[src/rtl/seq_mult_shift_add.sv]
`default_nettype none
// ============================================================================
// Module   : seq_mult_shift_add
// Purpose  : Sequential shift-and-add multiplier with signed/unsigned mode,
//            one partial product per clock, start/ready/done handshake.
// Revision : 1.0 - initial release
// ============================================================================
module seq_mult_shift_add #(
  parameter int WIDTH = 8
) (
  input  logic               clk,
  input  logic               rst,
  input  logic               start,
  input  logic               is_signed,
  input  logic [WIDTH-1:0]   a,
  input  logic [WIDTH-1:0]   b,
  output logic               ready,
  output logic               busy,
  output logic               done,
  output logic [2*WIDTH-1:0] p
);

  localparam int                 c_CNT_W = (WIDTH > 1) ? $clog2(WIDTH) : 1;
  localparam logic [c_CNT_W-1:0] c_LAST  = c_CNT_W'(WIDTH - 1);

  typedef enum logic [1:0] {
    S_IDLE = 2'd0,
    S_CALC = 2'd1,
    S_DONE = 2'd2
  } state_t;

  state_t               r_state;
  state_t               w_next;
  logic [WIDTH-1:0]     r_mcand;
  logic [WIDTH-1:0]     r_mplier;
  logic [c_CNT_W-1:0]   r_cnt;
  logic [2*WIDTH-1:0]   r_acc;
  logic                 r_neg;
  logic [2*WIDTH-1:0]   r_p;

  logic [WIDTH-1:0]     w_mag_a;
  logic [WIDTH-1:0]     w_mag_b;
  logic [2*WIDTH-1:0]   w_addend;
  logic [2*WIDTH-1:0]   w_acc_sum;

  // The most negative operand negates to itself, which read as unsigned is
  // exactly its magnitude, so plain negation is sufficient here.
  assign w_mag_a   = (is_signed && a[WIDTH-1]) ? -a : a;
  assign w_mag_b   = (is_signed && b[WIDTH-1]) ? -b : b;
  assign w_addend  = {{WIDTH{1'b0}}, r_mcand} << r_cnt;
  assign w_acc_sum = r_mplier[0] ? (r_acc + w_addend) : r_acc;
  assign p         = r_p;

  always_ff @(posedge clk) begin
    if (rst) begin
      r_state <= S_IDLE;
    end else begin
      r_state <= w_next;
    end
  end

  always_comb begin
    w_next = r_state;
    ready  = 1'b0;
    busy   = 1'b0;
    done   = 1'b0;
    case (r_state)
      S_IDLE: begin
        ready = 1'b1;
        if (start) begin
          w_next = S_CALC;
        end
      end
      S_CALC: begin
        busy = 1'b1;
        if (r_cnt == c_LAST) begin
          w_next = S_DONE;
        end
      end
      S_DONE: begin
        done   = 1'b1;
        w_next = S_IDLE;
      end
      default: begin
        w_next = S_IDLE;
      end
    endcase
  end

  always_ff @(posedge clk) begin
    if (rst) begin
      r_mcand  <= '0;
      r_mplier <= '0;
      r_cnt    <= '0;
      r_acc    <= '0;
      r_neg    <= 1'b0;
      r_p      <= '0;
    end else begin
      case (r_state)
        S_IDLE: begin
          if (start) begin
            r_mcand  <= w_mag_a;
            r_mplier <= w_mag_b;
            r_neg    <= is_signed & (a[WIDTH-1] ^ b[WIDTH-1]);
            r_acc    <= '0;
            r_cnt    <= '0;
          end
        end
        S_CALC: begin
          r_acc    <= w_acc_sum;
          r_mplier <= r_mplier >> 1;
          r_cnt    <= r_cnt + c_CNT_W'(1);
          if (r_cnt == c_LAST) begin
            r_p <= r_neg ? -w_acc_sum : w_acc_sum;
          end
        end
        default: begin
        end
      endcase
    end
  end

endmodule
`default_nettype wire
[config.mk]
export PLATFORM = sky130hd
export DESIGN_NAME = seq_mult_shift_add
export DESIGN_NICKNAME = d
export VERILOG_FILES = /design/src/rtl/seq_mult_shift_add.sv
export SDC_FILE = /design/constraint.sdc
export NUM_CORES = 1
export LEC_CHECK = 0
export BUFFER_PORTS_ARGS = -buffer_cell sky130_fd_sc_hd__clkbuf_2
export CORE_MARGIN = 1
export CORE_UTILIZATION = 50
export DETAILED_ROUTE_END_ITERATION = 7
export PLACE_DENSITY = 0.69
export SLEW_MARGIN = 10
export SYNTH_ARGS = -nofsm -noshare
export SYNTH_HDL_FRONTEND = slang
export SYNTH_SLANG_ARGS = --single-unit
export TNS_END_PERCENT = 20
[constraint.sdc]
create_clock -name clk -period 7.4 [get_ports clk]
set_input_delay 0 -clock clk [delete_from_list [all_inputs] [get_ports clk]]
set_output_delay 0 -clock clk [all_outputs]
set_load 0.005 [all_outputs]
==> run summary, run 1 <==
Post-Synth XOR/XNOR Area = 4.35%
fin. max-slew vios = 0
Yosys reg bits = 54
Post-synth EDFFs = 0
H-tree depth = 2
ratio of cells with drive above 1 in the final layout = 12.1%
Worst slew margin = 32.3%
WP data required = 7.61 ns
post-synthesis mux area share = 5.68%
Netlist cell types = 64
layout filler cell count = 750
Global Route Usage Sum = 25.7%
WS Path Type = register to register
Placer Congestion = 0.949
diode count = 0
syn_nets = 568
leading cell type in the layout, fill and taps excluded = nor2_1
Max Used Layer = met4
Async SR Flop Fraction = 0%
CP arrival = 4.40 ns
pin count of the biggest net entering global routing = 54
Pwr Total = 629 µW
Final Hold Fails = 0
clock transition at the registers of the reported paths = 0.10 ns
cell area after synthesis = 0.00403 mm²
PortBufs = 38
TritonCTS Sinks = 54
CP Launch Type = register
Seq/Total Area, Yosys = 26.8%
Hold Crit Class = input pin to register
top cell type's share of synthesized area = 26.8%
setup TNS = 0 ns
Synth Area in Compound Gates = 26.9%
WL met1 = 4650 µm
most frequent cells in the layout = nor2_1, nand2_1, dfxtp_1
CTS buffer count = 5
Vias = 4006
drt first pass iters = 5
Chip Width = 91.8 µm
Area contributors post-synth = dfxtp_1, ha_1, a21oi_1
number of global-route vias before repair = 3749
pwr/cell area = 143 mW/mm²
max-capacitance violation count = 0
starting density of the core = 51.9%
global-route wire length before repair = 17600 µm
Tcrit/Tclk final = 56.6%
post-CTS setup buffer count = 0
clk root buf = clkbuf_8
dominant cell type by area after synthesis = dfxtp_1
area of the core = 0.00777 mm²
status = finished, final reports clean
Ys Warns = 0
IO Count = 39
Crit Path Max Fanout = 15
Routed Antenna Nets = 0
adder and majority gate portion of the synthesized area = 6.71%
row cnt = 32
Post-Syn Instances = 527
Slew @ Worst Pin = 1.02 ns
final-stage net count = 592
ys flop type = dfxtp_1
Final Critical Period = 4.18 ns
syn_area_per_cell = 7.64 µm²
VDD IR max = 0.0000948 V
FMAX = 239 MHz
DRC Markers = 0
simple-gate share of the synthesized area = 25.5%
DIE AREA = 0.00842 mm²
final wirelength = 10300 µm
metal3 WL = 462 µm
Layout area overhead = 9.63%
largest family of logic cells by synthesized area = compound AO/OA/AOI/OAI gates
endpoints failing setup = 0
clk_lat worst skew = 0.32 ns
TritonCTS clock tree = yes
vias per cell = 6.13
Static Leak = 0.00174 µW
DPL Wire Length = 7640 µm
CP Capture Type = register
1st-iter DRT viols = 208
RSZ-0062 raised after global routing = false
metal2 WL = 4840 µm
initial antenna violation count = 0
clk_skew = 0.0104 ns
Die Y = 91.8 µm
WL/cell = 15.8 µm
gr ovfl total = 0
CTS Buffer Depth = 2
final cells by class:
| type | count | area, µm² | share of cell area [%] |
|---|---|---|---|
| well taps | 102 | 128 | 2.89 |
| clock buffers | 7 | 96.3 | 2.18 |
| multi-input cells | 431 | 2790 | 63.1 |
| inverters | 12 | 45.0 | 1.02 |
| flip-flops and latches | 54 | 1080 | 24.5 |
| clock inverters | 1 | 8.76 | 0.198 |
| repair buffers | 47 | 270 | 6.12 |
through the flow:
step                utilization (%)  hold slack [ns]  setup WS (ns)  instances  area, µm²
finish                         56.8           0.0139           3.22        654       4420
global route                   56.8           0.0273           2.90        654       4420
CTS                            56.8          0.00439           3.27        654       4420
detailed placement             54.8            0.286           3.30        641       4260
global placement               54.8            0.275           3.44        641       4260
floorplan                         -            0.136           3.42        527       4030
metal layers:
layer | track usage, % | up-vias
li1 | - | 1993
met1 | 32.3 | 1864
met2 | 44.0 | 119
met3 | 2.99 | 30
met4 | 11.5 | 0
met5 | 0 | -
worst paths after layout:
check             cells after the start                 end             startpoint  slack [ns]
setup / recovery                     11  p[12]$_SDFFE_PP0P_  r_cnt[1]$_SDFFE_PP0P_        3.22
hold / removal                        3  r_neg$_SDFFE_PP0P_              is_signed        0.01
setup reg to reg                     11  p[12]$_SDFFE_PP0P_  r_cnt[1]$_SDFFE_PP0P_        3.22
hold reg to reg                       2   p[7]$_SDFFE_PP0P_      p[7]$_SDFFE_PP0P_        0.46
cells by family (layout without fill, tap and decap cells):
logic type | count (synthesis) | in the layout
AND/OR/NAND/NOR | 210 | 210
AO/OA/AOI/OAI | 158 | 158
flip-flops | 54 | 54
buffers and inverters | 42 | 67
multiplexers | 22 | 22
adder cells (fa/ha/maj) | 21 | 21
XOR/XNOR | 20 | 20
worst max-delay path: stages (launching register included):
cell,delay (ns)
dfxtp_1,0.69
mux2i_1,0.31
o21ai_0,0.13
and2_1,0.21
ha_1,0.35
a211o_1,0.38
a2111oi_1,0.55
o311ai_1,0.32
or4_4,0.62
o41ai_2,0.25
mux2i_1,0.22
nand2_1,0.06
sequential cells by signal (all words and copies together), names as in the netlist:
register,cells
p,16
r_acc,16
r_mcand,8
r_mplier,8
r_cnt,3
r_state,2
r_neg,1
power breakdown:
part	switching, µW	internal, µW	total (µW)	leakage [µW]
logic	79.7	50.0	130	0.00125
registers	10.1	299	309	0.000438
clock network	105	86.1	191	0.0000544
total	194	435	629	0.00174
synth_stat cells, drive strengths merged (3+ instances only):
library cell / count
inv: 12
mux2i: 15
a221oi: 3
dfxtp: 54
and2: 7
a211oi: 11
nor2b: 9
nor3: 17
a31o: 3
ha: 20
o21ai: 22
nand2b: 9
xor2: 8
a311oi: 5
a31oi: 18
xnor2: 12
a21oi: 48
nand2: 59
mux2: 7
nand3b: 3
or4: 4
o31ai: 4
o311ai: 4
nor4: 4
and3b: 3
o21a: 4
nor2: 61
nand3: 19
o211ai: 3
o22ai: 4
and3: 5
clkbuf: 27
a21o: 5
or3: 3
a22oi: 9
buf: 3
nand4: 5
repair_timing:
action	in CTS	in global routing
hold buffers	5	0
gates resized for setup	0	0
endpoints found under the hold margin	5	0
No activity file was read; power rests on OpenSTA's default activity.
==> run 2: changes to the inputs <==
--- a/config.mk
+++ b/config.mk
@@ -9,7 +9,7 @@
 export CORE_MARGIN = 1
 export CORE_UTILIZATION = 50
 export DETAILED_ROUTE_END_ITERATION = 7
-export PLACE_DENSITY = 0.69
+export PLACE_DENSITY = 0.72
 export SLEW_MARGIN = 10
 export SYNTH_ARGS = -nofsm -noshare
 export SYNTH_HDL_FRONTEND = slang
==> constraint.sdc (replaced) <==
create_clock -name clk -period 3.6 [get_ports clk]
set_input_delay 0 -clock clk [delete_from_list [all_inputs] [get_ports clk]]
set_output_delay 0 -clock clk [all_outputs]
set_load 0.005 [all_outputs]
==> run 2 against run 1 <==
Net effect:
- cell count is 6.4% higher
- sequential share of layout area down 2.1 points
- utilization increased by 5.6 points
- via count is 4.9% higher
- wire length increased by 4.2%
- critical path depth increased by 2
==> run summary, run 2 (synthesized netlist as in run 1, its figures left out) <==
global-route wire length before repair = 17900 µm (was 17600 µm)
Worst slew margin = 52.0% (was 32.3%)
H-tree depth = 2 (unchanged)
HP Start = a[5] (was is_signed)
CP Capture Type = register (unchanged)
Tcrit/Tclk final = 99.3% (was 56.6%)
diode count = 0 (unchanged)
Placer Congestion = 0.919 (was 0.949)
FMAX = 280 MHz (was 239 MHz)
dpl cell area = 0.00457 mm² (was 0.00426 mm²)
PortBufs = 38 (unchanged)
endpoints failing setup = 0 (unchanged)
most frequent cells in the layout = nor2_1, nand2_1, dfxtp_1 (unchanged)
leading cell type in the layout, fill and taps excluded = nor2_1 (unchanged)
CTS buffer count = 5 (unchanged)
clk root buf = clkbuf_8 (unchanged)
Routed Antenna Nets = 0 (unchanged)
r2r startpoint = r_cnt[1]$_SDFFE_PP0P_ (unchanged)
RSZ-0062 raised after global routing = true (was false)
Final Hold Fails = 0 (unchanged)
final-stage net count = 634 (was 592)
status = finished, final reports clean (unchanged)
Clk pwr share = 30.8% (was 30.3%)
Layout area overhead = 20.4% (was 9.63%)
Vias = 4201 (was 4006)
area of the core = 0.00777 mm² (unchanged)
Global Route Usage Sum = 25.8% (was 25.7%)
Crit Path Max Fanout = 6 (was 15)
ratio of cells with drive above 1 in the final layout = 21.2% (was 12.1%)
CP arrival = 3.78 ns (was 4.40 ns)
clk_skew = 0.00559 ns (was 0.0104 ns)
pin count of the biggest net entering global routing = 44 (was 54)
WL/cell = 15.5 µm (was 15.8 µm)
end of the worst hold path = r_mcand[5]$_SDFFE_PP0P_ (was r_neg$_SDFFE_PP0P_)
NetSw = 402 µW (was 194 µW)
Chip Width = 91.8 µm (unchanged)
FF+latch area = 0.00108 mm² (about the same)
Worst Reg-to-Reg Cells = 13 (was 11)
initial antenna violation count = 0 (unchanged)
DPL Wire Length = 8150 µm (was 7640 µm)
Worst Hold Path Cells = 3 (unchanged)
DIE AREA = 0.00842 mm² (unchanged)
max-capacitance violation count = 0 (unchanged)
Worst R2R End = p[12]$_SDFFE_PP0P_ (unchanged)
Die Y = 91.8 µm (unchanged)
starting density of the core = 51.9% (unchanged)
multi-input logic area = 0.00289 mm² (was 0.00279 mm²)
Static Leak = 0.00194 µW (was 0.00174 µW)
Crit. Startpoint = r_cnt[1]$_SDFFE_PP0P_ (unchanged)
final wirelength = 10800 µm (was 10300 µm)
clk_lat worst skew = 0.30 ns (was 0.32 ns)
Layout Cells excl Fill = 696 (was 654)
TritonCTS clock tree = yes (unchanged)
Net Sw Frac = 29.5% (was 30.9%)
number of global-route vias before repair = 3952 (was 3749)
WS Path Type = register to register (unchanged)
IO Count = 39 (unchanged)
pwr/cell area = 281 mW/mm² (was 143 mW/mm²)
Cells after DPL = 679 (was 641)
WP data required = 3.80 ns (was 7.61 ns)
Layout Cell Area excl Fill = 0.00485 mm² (was 0.00442 mm²)
R2R setup slack = 0.03 ns (was 3.22 ns)
TritonCTS Sinks = 54 (unchanged)
Hold Crit Class = input pin to register (unchanged)
setup TNS = 0 ns (unchanged)
layout filler cell count = 674 (was 750)
gr ovfl total = 0 (unchanged)
CTS Buffer Depth = 2 (unchanged)
CP Launch Type = register (unchanged)
internal power = 961 µW (was 435 µW)
Logic pwr share = 22.8% (was 20.6%)
1st-iter DRT viols = 228 (was 208)
fin. max-slew vios = 0 (unchanged)
Final Critical Period = 3.57 ns (was 4.18 ns)
clock transition at the registers of the reported paths = 0.10 ns (about the same)
register share of total power = 46.4% (was 49.1%)
VDD IR max = 0.000208 V (was 0.0000948 V)
drt first pass iters = 5 (unchanged)
Slew @ Worst Pin = 0.718 ns (was 1.02 ns)
DRC Markers = 0 (unchanged)
vias per cell = 6.04 (was 6.13)
row cnt = 32 (unchanged)
[run 2: worst max path at each step]
stage | cells past startpoint | end | slack (ns)
floorplan | 13 | p[12]$_SDFFE_PP0P_ | 0.003
global placement | 15 | p[13]$_SDFFE_PP0P_ | -0.01
detailed placement | 15 | p[13]$_SDFFE_PP0P_ | -0.04
CTS | 11 | p[12]$_SDFFE_PP0P_ | 0.003
global route | 13 | p[12]$_SDFFE_PP0P_ | -0.12
finish | 13 | p[12]$_SDFFE_PP0P_ | 0.03
[run 2: metrics by stage]
step	setup slack (ns)	util [%]	hold WS [ns]	total power, µW
after global placement	-0.0150	58.9	0.270	935
after detailed placement	-0.0440	58.9	0.281	942
after global routing	-0.116	62.4	0.0220	1430
final	0.0268	62.4	0.0272	1360
after CTS	0.00327	61.4	0.0177	1370
after floorplan	0.00329	-	0.136	844
[run 2: area by class of cell]
class,count,share of cell area [%]
Sequential cell,54,22.3
Multi-Input combinational cell,431,59.5
Timing Repair Buffer,89,12.2
Inverter,12,0.929
Clock buffer,5,1.42
Tap cell,102,2.63
Clock inverter,3,0.980
[run 2: worst max-delay path: stages, from the launching register on]
cell and delay (ns):
dfxtp_2 0.38, buf_4 0.16, mux2i_1 0.24, mux2_2 0.21, o22ai_1 0.09, ha_2 0.39, o211ai_1 0.16, o2111a_1 0.30
nor3_2 0.32, nand4_4 0.13, or4_4 0.45, o41ai_2 0.37, mux2i_1 0.21, nand2_1 0.06
[run 2: power by group through the flow]
| stage | Combinational (µW) | Sequential (µW) | Clock (µW) |
|---|---|---|---|
| final | 311 | 632 | 420 |
| after global routing | 344 | 635 | 454 |
| after CTS | 305 | 631 | 429 |
| after detailed placement | 297 | 645 | 0 |
| after global placement | 290 | 645 | 0 |
| after floorplan | 207 | 637 | 0 |
[run 2: timing repair]
action                                  in CTS  in global routing
gates resized for setup                      3                 16
endpoints found under the setup margin       2                  5
pin swaps                                    0                  3
setup buffers                                0                  2
hold endpoints to repair                    10                  0
hold buffers                                 7                  0
[run 2: routing by layer]
| metal | part of all wire [%] | wire (µm) | GRT usage, % |
|---|---|---|---|
| met3 | 3.4 | 371 | 3.15 |
| met4 | 2.1 | 225 | 8.07 |
| met1 | 44 | 4770 | 32.0 |
| met2 | 50 | 5410 | 46.4 |
| met5 | 0 | 0 | 0 |
